## src/rtl/uart_receiver.sv

```systemverilog
// ============================================================================
// Module   : uart_receiver
// Purpose  : 8N1 UART receive stage; oversamples rx, holds one byte for the CPU
//            and reports valid, framing-error and overrun status.
// Revision : 1.0 - initial release
// ============================================================================
`default_nettype none

module uart_receiver #(
    parameter int CLKS_PER_BIT = 52,
    parameter int DATA_BITS    = 8
) (
    input  logic                 clk,
    input  logic                 reset,
    input  logic                 rx,
    input  logic                 read_ack,
    input  logic                 clear_errors,
    output logic [DATA_BITS-1:0] data_out,
    output logic                 data_valid,
    output logic                 framing_error,
    output logic                 overrun,
    output logic                 busy
);

    localparam int               CNT_W      = $clog2(CLKS_PER_BIT);
    localparam logic [CNT_W-1:0] c_HALF_M1  = CNT_W'(CLKS_PER_BIT/2 - 1);
    localparam logic [CNT_W-1:0] c_BIT_M1   = CNT_W'(CLKS_PER_BIT - 1);
    localparam logic [2:0]       c_LAST_IDX = 3'(DATA_BITS - 1);

    typedef enum logic [2:0] {
        S_IDLE  = 3'd0,
        S_START = 3'd1,
        S_DATA  = 3'd2,
        S_STOP  = 3'd3,
        S_BREAK = 3'd4
    } state_t;

    state_t                r_state;
    state_t                w_state_next;
    logic                  r_sync1;
    logic                  r_rx_s;
    logic [CNT_W-1:0]      r_cnt;
    logic [2:0]            r_bit_idx;
    logic [DATA_BITS-1:0]  r_shift;
    logic [DATA_BITS-1:0]  r_data;
    logic                  r_valid;
    logic                  r_ferr;
    logic                  r_ovr;
    logic                  w_tick;
    logic                  w_half;
    logic                  w_load;
    logic                  w_bad_stop;

    assign w_tick     = (r_cnt == c_BIT_M1);
    assign w_half     = (r_cnt == c_HALF_M1);
    assign w_load     = (r_state == S_STOP) && w_tick && r_rx_s;
    assign w_bad_stop = (r_state == S_STOP) && w_tick && !r_rx_s;

    always_ff @(posedge clk or posedge reset) begin
        if (reset) begin
            r_sync1 <= 1'b1;
            r_rx_s  <= 1'b1;
            r_state <= S_IDLE;
        end else begin
            r_sync1 <= rx;
            r_rx_s  <= r_sync1;
            r_state <= w_state_next;
        end
    end

    always_comb begin
        w_state_next = r_state;
        case (r_state)
            S_IDLE:  if (!r_rx_s) w_state_next = S_START;
            // Mid-start recheck rejects glitches shorter than half a bit
            S_START: if (w_half) w_state_next = r_rx_s ? S_IDLE : S_DATA;
            S_DATA:  if (w_tick && (r_bit_idx == c_LAST_IDX)) w_state_next = S_STOP;
            S_STOP:  if (w_tick) w_state_next = r_rx_s ? S_IDLE : S_BREAK;
            S_BREAK: if (r_rx_s) w_state_next = S_IDLE;
            default: w_state_next = S_IDLE;
        endcase
    end

    always_ff @(posedge clk or posedge reset) begin
        if (reset) begin
            r_cnt     <= '0;
            r_bit_idx <= 3'd0;
            r_shift   <= '0;
        end else begin
            if ((w_state_next != r_state) || ((r_state == S_DATA) && w_tick)) begin
                r_cnt <= '0;
            end else if ((r_state == S_START) || (r_state == S_DATA) || (r_state == S_STOP)) begin
                r_cnt <= r_cnt + CNT_W'(1);
            end

            if ((r_state == S_START) && (w_state_next == S_DATA)) begin
                r_bit_idx <= 3'd0;
            end else if ((r_state == S_DATA) && w_tick && (r_bit_idx != c_LAST_IDX)) begin
                r_bit_idx <= r_bit_idx + 3'd1;
            end

            if ((r_state == S_DATA) && w_tick) begin
                r_shift <= {r_rx_s, r_shift[DATA_BITS-1:1]};
            end
        end
    end

    // A byte load takes priority over a coincident read_ack or clear_errors
    always_ff @(posedge clk or posedge reset) begin
        if (reset) begin
            r_data  <= '0;
            r_valid <= 1'b0;
            r_ferr  <= 1'b0;
            r_ovr   <= 1'b0;
        end else begin
            if (w_load) begin
                r_data  <= r_shift;
                r_valid <= 1'b1;
            end else if (read_ack) begin
                r_valid <= 1'b0;
            end

            if (w_load && r_valid && !read_ack) begin
                r_ovr <= 1'b1;
            end else if (clear_errors) begin
                r_ovr <= 1'b0;
            end

            if (w_bad_stop) begin
                r_ferr <= 1'b1;
            end else if (clear_errors) begin
                r_ferr <= 1'b0;
            end
        end
    end

    assign data_out      = r_data;
    assign data_valid    = r_valid;
    assign framing_error = r_ferr;
    assign overrun       = r_ovr;
    assign busy          = (r_state != S_IDLE);

endmodule

`default_nettype wire

```

## config.mk

```make
export PLATFORM = sky130hd
export DESIGN_NAME = uart_receiver
export DESIGN_NICKNAME = d
export VERILOG_FILES = /design/src/rtl/uart_receiver.sv
export SDC_FILE = /design/constraint.sdc
export NUM_CORES = 1
export LEC_CHECK = 0
export ABC_AREA = 1
export ABC_CLOCK_PERIOD_IN_PS = 3200
export CAP_MARGIN = 20
export CORE_MARGIN = 2
export CORE_UTILIZATION = 23
export DETAILED_ROUTE_END_ITERATION = 6
export PLACE_DENSITY = 0.36
export SYNTH_ARGS = -nofsm -noshare
export SYNTH_HDL_FRONTEND = slang
export SYNTH_SLANG_ARGS = --single-unit
```

## constraint.sdc

```tcl
create_clock -name clk -period 3.2 [get_ports clk]
set_input_delay 0.48 -clock clk [delete_from_list [all_inputs] [get_ports clk]]
set_output_delay 0.48 -clock clk [all_outputs]
set_load 0.02 [all_outputs]
```

==> results of run 1 <==
path summary, 6_finish.rpt:
check,to,slack (ps),cells past startpoint
setup / recovery,busy,1150,3
hold / removal,r_rx_s,360,0
setup reg to reg,r_bit_idx[0],1580,6
hold reg to reg,r_rx_s,360,0
max in group asynchronous,r_rx_s,2270,3
min in group asynchronous,r_bit_idx[1],590,3
area by class of cell:
type                       count  area, sq um
tap                           96          120
inverter                      21         81.3
clock inverter                 2         35.0
fill                         729         4800
multi-input combinational    117          692
sequential                    33          828
timing repair buffer          17          168
clock buffer                   6         72.6
sequential cells by signal, summed over array words and instances (netlist names):
| register | cells |
|---|---|
| data_valid | 1 |
| r_sync1 | 1 |
| data_out | 8 |
| r_bit_idx | 3 |
| overrun | 1 |
| r_shift | 8 |
| r_cnt | 6 |
| framing_error | 1 |
| r_rx_s | 1 |
| r_state | 3 |
synth_stat cells (2+ instances only):
| cell type | n | share of area, % |
|---|---|---|
| dfrtp_1 | 31 | 48 |
| dfstp_2 | 2 | 3.3 |
| ha_1 | 4 | 3.1 |
| inv_1 | 17 | 3.9 |
| inv_2 | 3 | 0.70 |
| nand2_1 | 53 | 12 |
| nand2_4 | 2 | 1.4 |
| nand3_1 | 6 | 1.9 |
| nand3_2 | 2 | 1.2 |
| nor2_1 | 6 | 1.4 |
| nor2_2 | 3 | 1.2 |
| nor2_8 | 2 | 2.5 |
| nor3_2 | 6 | 3.7 |
| o21ai_0 | 12 | 3.7 |
| o21ai_1 | 5 | 1.5 |
| xor2_1 | 2 | 1.1 |
routing by layer:
metal  global-route usage (%)  routed length, um
met3                     3.68                117
met1                     13.2               1560
met5                        0                  0
met2                     16.9               1710
met4                     3.78                 62
cell families (layout without fill, tap and decap cells):
| family | Yosys count | after routing | share of synthesized area, % |
|---|---|---|---|
| XOR/XNOR | 3 | 3 | 1.63 |
| AO/OA/AOI/OAI | 24 | 24 | 9.21 |
| buffers and inverters | 23 | 46 | 5.96 |
| AND/OR/NAND/NOR | 86 | 86 | 28.9 |
| flip-flops | 33 | 33 | 51.2 |
| adder cells (fa/ha/maj) | 4 | 4 | 3.10 |
power by group through the flow:
stage,combinational [mW],sequential (mW),clock [mW]
global route,0.300,0.485,0.429
CTS,0.271,0.479,0.414
floorplan,0.212,0.480,0
detailed placement,0.272,0.486,0
global placement,0.269,0.485,0
finish,0.264,0.479,0.401
stage by stage:
| step | instances | hold slack [ps] |
|---|---|---|
| 5_1_grt | 292 | 362 |
| 3_3_place_gp | 284 | 348 |
| 2_1_floorplan | 173 | 345 |
| 3_5_place_dp | 284 | 347 |
| 6_report | 292 | 357 |
| 4_1_cts | 292 | 358 |
==> results by group, run 1 <==
Run status
  – Status: completed

Power
  – Sequential power share: between 40% and 50%
  – Switching share of power: 32.5%
  – P_int: roughly 0.77 mW
  – Clock power frac: 35.0%
  – Pwr dens: 573 nW/um^2
  – Gate power share: roughly 23%
  – Lkg Pwr: 0.961 nW
  – Switch Pwr: between 0.3 and 0.4 mW
  – Peak VDD IR: roughly 0.19 mV
  – Power, Total: 1.14 mW

Global routing
  – Initial antenna violation count: 0
  – Grt total ovfl: 0
  – Overall Global Routing Usage: 10.6%
  – Vias in the first global route: 1226
  – Largest net degree at the start of global routing: 34
  – First-pass GRT wire length: 6100 um

Die
  – Core ar.: 6790 sq um
  – Overall die width: 87.8 um
  – Initial Util: a little under a quarter
  – IO Count: 17
  – Die Ht: roughly 88 um
  – Cell Rows: 30
  – Die ar.: around 7700 sq um

Finish
  – Most common cell after layout, fill and taps aside: nand2_1
  – Nets: 204
  – Commonest cells after routing, fill and taps aside: nand2_1, dfrtp_1, inv_1
  – Util after Layout: roughly 29%
  – Fraction of layout cells with a size suffix above 1: between 10% and 20%
  – Synth-to-Final Area Change: 23.5%
  – Design area: roughly 2000 sq um
  – Diodes inserted: 0

Logic synthesis
  – Sequential fraction of the synthesis area: 51.2%
  – Syn_nets: 182
  – Synth warnings: 0
  – Yosys cell types: 33
  – Yosys reg bits: 33
  – Synth async-reset ratio: 100%
  – Avg Synthesized Cell Area: 9.34 sq um
  – Synthesized cell area: 1620 sq um
  – Most used DFF post-synth: dfrtp_1
  – EDFF count, synth: 0
  – Gate Count Post-Synth: 173

Clock tree
  – CTS tree: built
  – H-tree levels: 2
  – Num CTS Buffers: 5
  – Clock-pin slew on the worst setup and hold paths: approximately 70 ps
  – Hold Buf Count CTS: 0
  – Post-CTS Setup Inserts: 0
  – CTS max path bufs: 2
  – Post-CTS Resized: 0
  – Clock Latency Late Sink: 290 ps
  – # clock sinks: 33
  – CTS root buffer: clkbuf_8

Place
  – I/O Buffers: 16
  – Dpl cell area: 1890 sq um
  – Post-DP HPWL: 2340 um
  – Final Wtd Congestion: 0.761
  – Dpl ws: 1450 ps

Drt
  – Vias: 1176
  – Antenna Nets Post-Route: 0
  – Avg WL per Cell: 11.8 um
  – # DRC: 0
  – Initial drt markers: just over 90
  – First-pass detailed-route iteration total: 4
  – Vias per cell: 4.03
  – Routed WL: 3450 um

Min path
  – HP Start: r_sync1
  – Worst hold path type: reg -> reg

STA
  – RSZ-0062 raised after global routing: no
  – Relative slew margins: between 60% and 70%
  – Min Tclk post-route: 2050 ps
  – Tcrit/Tclk final: 64.1%
  – # setup viols final: 0
  – Tightest Pin Transition: ~540 ps
  – Final Hold Fails: 0
  – Slew Viols, Final: 0
  – Clk_skew: 3.53 ps
  – Post-Route Setup TNS: 0 ps
  – Fmax: 0.487 GHz
  – Min setup slack post-route: 1150 ps

Critical path
  – Buf/Inv on CP: 1
  – CP max stage delay: 540 ps
  – Slowest library cell on the worst path: clkdlybuf4s50_1
  – Critical path endpoint category: output port
  – Reg2reg start: r_cnt[0]
  – Arrival @ worst endpoint: ~1600 ps
  – Startpoint types: register
  – Crit path from: r_state[1]
  – Worst-path cell chain: nor2_2, nand2_1, clkdlybuf4s50_1
  – Req. time, crit path: 2720 ps
  – Worst path top cell family by delay: buffers and inverters
  – Maximum fanout along the worst path: 4
  – WS Path Type: reg -> out

Run
  – Max_cap viols: 0
Note: power is estimated with default switching activity, not from simulation.
==> run 2: changes to the inputs <==
--- a/config.mk
+++ b/config.mk
@@ -6,7 +6,7 @@
 export NUM_CORES = 1
 export LEC_CHECK = 0
 export ABC_AREA = 1
-export ABC_CLOCK_PERIOD_IN_PS = 3200
+export ABC_CLOCK_PERIOD_IN_PS = 1950
 export CAP_MARGIN = 20
 export CORE_MARGIN = 2
 export CORE_UTILIZATION = 23
==> constraint.sdc (replaced) <==
create_clock -name clk -period 1.95 [get_ports clk]
set_input_delay 0.2925 -clock clk [delete_from_list [all_inputs] [get_ports clk]]
set_output_delay 0.2925 -clock clk [all_outputs]
set_load 0.02 [all_outputs]
==> results by group, run 2 (synthesis gave the netlist of run 1 again) <==
Finish
  – Most common cell after layout, fill and taps aside: nand2_1
  – Util after Layout: 29.3% (-0.13 points)
  – Area of the multi-input gates: 692 sq um (unchanged)
  – Nets: 204 (unchanged)
  – Diodes inserted: 0 (unchanged)
  – Fraction of layout cells with a size suffix above 1: 17.9% (+0.51 points)
  – Synth-to-Final Area Change: 23.0%
  – # fillers: 720 (-1.2%)
  – Register Area: 828 sq um (unchanged)
  – Commonest cells after routing, fill and taps aside: nand2_1, dfrtp_1, inv_1

Global routing
  – M1 GR Usage: 13.1% (-0.13 points)
  – Grt total ovfl: 0 (unchanged)
  – Initial antenna violation count: 0 (unchanged)
  – First-pass GRT wire length: 6220 um (+2.0%)
  – M2 GR Usage: 17.7% (+0.76 points)
  – Layer with the highest usage: met2
  – Overall Global Routing Usage: 10.8% (+0.25 points)
  – Vias in the first global route: 1249 (+1.9%)
  – Largest net degree at the start of global routing: 34 (unchanged)
  – Met3 usage: 4.05% (+0.38 points)

STA
  – Min setup slack post-route: 365 ps (-783 ps)
  – Fmax: ~0.63 GHz
  – Hold WS: 357 ps (-0.491 ps)
  – Post-Route Setup TNS: 0 ps (unchanged)
  – Slew Viols, Final: 0 (unchanged)
  – RSZ-0062 raised after global routing: no
  – # setup viols final: 0 (unchanged)
  – Relative slew margins: 65.3% (+1.2 points)
  – Tightest Pin Transition: 520 ps (-18.1 ps)
  – Clk_skew: 3.58 ps (+0.0432 ps)
  – Tcrit/Tclk final: 81.3%
  – Min Tclk post-route: between 1500 and 2000 ps
  – Final Hold Fails: 0 (unchanged)

Power
  – Sequential power share: 44.0% (+2.1 points)
  – Lkg Pwr: 0.963 nW (+0.20%)
  – Switch Pwr: 0.614 mW (+65%)
  – P_int: 1.17 mW (+52%)
  – Peak VDD IR: 0.307 mV (+58%)
  – Clock power frac: 31.4% (-3.6 points)
  – Power, Total: 1.79 mW (+56%)
  – Pwr dens: 898 nW/um^2 (+57%)
  – Switching share of power: 34.4% (+1.9 points)
  – Gate power share: 24.6% (+1.5 points)

Clock tree
  – Post-CTS Resized: 0 (unchanged)
  – Clock Latency Late Sink: 290 ps (about the same)
  – Num CTS Buffers: 5 (unchanged)
  – Post-CTS Setup Inserts: 0 (unchanged)
  – CTS root buffer: clkbuf_8
  – H-tree levels: 2 (unchanged)
  – Clock-pin slew on the worst setup and hold paths: 70 ps (about the same)
  – CTS max path bufs: 2 (unchanged)
  – CTS tree: built
  – # clock sinks: 33 (unchanged)
  – Hold Buf Count CTS: 0 (unchanged)

Critical path
  – Req. time, crit path: 2120 ps (-600 ps)
  – WS Path Type: reg -> reg
  – Startpoint types: register
  – Critical path endpoint category: register
  – Maximum fanout along the worst path: 13 (+9)
  – Arrival @ worst endpoint: 1750 ps (+180 ps)

Drt
  – Vias per cell: 4.02 (about the same)
  – Avg WL per Cell: 11.8 um (about the same)
  – First-pass detailed-route iteration total: 4 (unchanged)
  – Routed WL: 3450 um (about the same)
  – # DRC: 0 (unchanged)
  – Vias: 1175 (-0.085%)
  – Antenna Nets Post-Route: 0 (unchanged)
  – Initial drt markers: 65 (-29%)

Die
  – Cell Rows: 30 (unchanged)
  – Die ar.: 7710 sq um (unchanged)
  – Initial Util: 23.8% (unchanged)
  – Overall die width: 87.8 um (unchanged)
  – IO Count: 17 (unchanged)
  – Core ar.: 6790 sq um (unchanged)
  – Die Ht: 87.8 um (unchanged)

Place
  – Post-DP HPWL: 2400 um (+2.6%)
  – Final Wtd Congestion: 0.787 (+3.4%)
  – Dpl ws: 361 ps (-1090 ps)
  – I/O Buffers: 16 (unchanged)

Run status
  – Status: completed

Run
  – Max_cap viols: 0 (unchanged)

Min path
  – Worst hold path type: reg -> reg
## run 2: cell count changes in the layout (fill, tap and decap cells not counted), sizes merged
cell	before	now
bufinv	1	0
dlymetal6s2s	0	1
clkdlybuf4s50	16	15
clkinv	1	2
## run 2: power by group through the flow
stage	logic, mW	clock network [mW]	registers, mW
after floorplan	0.347	0	0.788
after global placement	0.440	0	0.797
after detailed placement	0.451	0	0.799
after CTS	0.456	0.592	0.786
after global routing	0.503	0.633	0.795
final	0.440	0.561	0.785
## run 2: final timing paths
path | start | end | slack [ps] | cells after the start
min | r_sync1 | r_rx_s | 360 | 0
min in group asynchronous | reset | r_bit_idx[2] | 390 | 3
max in group asynchronous | reset | r_rx_s | 1220 | 3
max | r_cnt[0] | r_bit_idx[2] | 370 | 6
max reg2reg | r_cnt[0] | r_bit_idx[2] | 370 | 6
min reg2reg | r_sync1 | r_rx_s | 360 | 0
## run 2: final cells by class
class | count | area share, %
clock buffer | 6 | 4.15
multi-input combinational | 117 | 34.8
inverter | 21 | 4.09
tap | 96 | 6.04
clock inverter | 2 | 0.692
timing repair buffer | 17 | 8.56
sequential | 33 | 41.7
## run 2: layer usage
metal	vias up	part of all wire [%]
li1	597	-
met1	559	45
met2	13	50
met3	6	3.4
met4	0	1.8
met5	-	0
## run 2: critical path, cell delays in order (launching register included)
cell,delay (ps)
dfrtp_1,410
ha_1,240
nand3_2,140
nor2_8,180
nand2_4,140
o21ai_1,230
o21ai_0,110
## run 2: metrics by stage
step	instances	instance area (sq um)
5_1_grt	292	1990
6_report	292	1990
4_1_cts	292	1990
2_1_floorplan	173	1620
3_3_place_gp	284	1890
3_5_place_dp	284	1890
==> run 3: changes to the inputs <==
--- a/config.mk
+++ b/config.mk
@@ -6,7 +6,7 @@
 export NUM_CORES = 1
 export LEC_CHECK = 0
 export ABC_AREA = 1
-export ABC_CLOCK_PERIOD_IN_PS = 1950
+export ABC_CLOCK_PERIOD_IN_PS = 1550
 export CAP_MARGIN = 20
 export CORE_MARGIN = 2
 export CORE_UTILIZATION = 23
==> constraint.sdc (replaced) <==
create_clock -name clk -period 1.55 [get_ports clk]
set_input_delay 0.2325 -clock clk [delete_from_list [all_inputs] [get_ports clk]]
set_output_delay 0.2325 -clock clk [all_outputs]
set_load 0.02 [all_outputs]
==> results by group, run 3 (synthesis gave the netlist of run 1 again) <==
Finish
  – Commonest cells after routing, fill and taps aside: nand2_1, dfrtp_1, inv_1
  – Synth-to-Final Area Change: 33.4%
  – Design area: 2160 sq um (+8.5%)
  – Diodes inserted: 0 (unchanged)
  – Fraction of layout cells with a size suffix above 1: 26.6% (+8.7 points)
  – Most common cell after layout, fill and taps aside: nand2_1
  – Nets: 215 (+5.4%)

STA
  – RSZ-0062 raised after global routing: yes
  – Final Hold Fails: 0 (unchanged)
  – Hold WS: 238 ps (-119 ps)
  – Min setup slack post-route: 45.7 ps (-320 ps)
  – Tcrit/Tclk final: a little under 100%
  – Tightest Pin Transition: 389 ps (-131 ps)
  – Fmax: 0.665 GHz
  – Min Tclk post-route: 1500 ps
  – Relative slew margins: 74.0% (+8.7 points)
  – Slew Viols, Final: 0 (unchanged)
  – Clk_skew: 9.66 ps (+6.08 ps)
  – # setup viols final: 0 (unchanged)

Global routing
  – First-pass GRT wire length: 5790 um (-7.0%)
  – Vias in the first global route: 1235 (-1.1%)
  – Grt total ovfl: 0 (unchanged)
  – Initial antenna violation count: 0 (unchanged)
  – Overall Global Routing Usage: 9.86% (-0.95 points)
  – Largest net degree at the start of global routing: 27 (-21%)

Place
  – Final Wtd Congestion: 0.778 (-1.2%)
  – I/O Buffers: 16 (unchanged)
  – Post-DP HPWL: 2590 um (+8.0%)
  – Dpl ws: 26.1 ps (-335 ps)
  – Dpl cell area: 1950 sq um (+3.4%)

Power
  – Sequential power share: 39.8% (-4.2 points)
  – P_int: 1.70 mW (+45%)
  – Pwr dens: 1150 nW/um^2 (+28%)
  – Clock power frac: 33.9% (+2.5 points)
  – Peak VDD IR: 0.378 mV (+23%)
  – Switch Pwr: 0.785 mW (+28%)
  – Gate power share: 26.3% (+1.7 points)
  – Switching share of power: 31.5% (-2.8 points)
  – Lkg Pwr: 1.05 nW (+9.0%)

Die
  – Cell Rows: 30 (unchanged)
  – Overall die width: 87.8 um (unchanged)
  – Die ar.: 7710 sq um (unchanged)
  – IO Count: 17 (unchanged)
  – Die Ht: 87.8 um (unchanged)
  – Initial Util: 23.8% (unchanged)
  – Core ar.: 6790 sq um (unchanged)

Critical path
  – Critical path endpoint category: output port
  – Slowest library cell on the worst path: clkdlybuf4s50_1
  – Startpoint types: register
  – CP max stage delay: 610 ps (+200 ps)
  – Worst path top cell family by delay: buffers and inverters
  – Buf/Inv on CP: 1 (+1)
  – Req. time, crit path: 1320 ps (-800 ps)
  – Worst-path cell chain: clkdlybuf4s50_1
  – Arrival @ worst endpoint: 1270 ps (-480 ps)
  – WS Path Type: reg -> out
  – Maximum fanout along the worst path: 3 (-10)

Drt
  – # DRC: 0 (unchanged)
  – Avg WL per Cell: 11.9 um (+0.95%)
  – Vias per cell: 4.09 (+1.6%)
  – Vias: 1239 (+5.4%)
  – Initial drt markers: 27 (-58%)
  – Routed WL: 3610 um (+4.8%)
  – Antenna Nets Post-Route: 0 (unchanged)
  – First-pass detailed-route iteration total: 4 (unchanged)

Clock tree
  – CTS max path bufs: 2 (unchanged)
  – Clock Latency Late Sink: 280 ps (about the same)
  – CTS root buffer: clkbuf_8
  – Hold Buf Count CTS: 0 (unchanged)
  – H-tree levels: 2 (unchanged)
  – Num CTS Buffers: 5 (unchanged)
  – # clock sinks: 33 (unchanged)
  – Clock-pin slew on the worst setup and hold paths: 70 ps (about the same)
  – CTS tree: built

Min path
  – Worst hold path type: in -> async

Run status
  – Status: completed

Run
  – Max_cap viols: 0 (unchanged)
==> run 3: power groups by stage <==
stage	clock, mW	combinational (mW)	sequential (mW)
floorplan	0	0.437	0.991
global placement	0	0.617	0.999
detailed placement	0	0.627	0.997
CTS	0.871	0.619	0.980
global route	0.916	0.718	0.998
finish	0.843	0.656	0.991
==> run 3: cell type report <==
| cell class | instances | area [sq um] |
|---|---|---|
| tap | 96 | 120 |
| inverter | 21 | 81.3 |
| fill | 716 | 4640 |
| timing repair buffer | 27 | 259 |
| multi-input combinational | 118 | 752 |
| sequential | 33 | 828 |
| clock buffer | 7 | 86.3 |
| clock inverter | 1 | 30.0 |
==> run 3: worst paths after layout <==
kind,slack (ps),to,depth (start not counted),from
setup / recovery,50,data_valid,1,data_valid
hold / removal,240,r_state[1],2,reset
setup reg to reg,50,data_out[2],7,r_cnt[1]
hold reg to reg,370,r_rx_s,0,r_sync1
max in group asynchronous,850,framing_error,3,reset
min in group clk,350,r_sync1,1,rx
==> run 3: stage by stage <==
| step | utilization (%) | std cells | TNS [ps] | power [mW] |
|---|---|---|---|---|
| finish | 31.7 | 303 | 0 | 2.49 |
| global route | 31.7 | 303 | -45.9 | 2.63 |
| CTS | 30.5 | 299 | 0 | 2.47 |
| detailed placement | 28.8 | 291 | 0 | 1.62 |
| global placement | 28.8 | 291 | 0 | 1.62 |
| floorplan | - | 173 | 0 | 1.43 |
==> run 3: what timing repair did <==
action	in CTS	in global routing
pin swaps	0	8
resized for setup	1	14
setup buffers	0	3
setup endpoints to repair	1	23
cloned	0	1
==> run 3: layer usage <==
layer | global-route usage (%) | share of wire (%) | vias up
li1 | - | - | 616
met1 | 12.2 | 47 | 601
met2 | 16.0 | 48 | 15
met3 | 3.02 | 2.9 | 7
met4 | 3.92 | 1.7 | 0
met5 | 0 | 0 | -
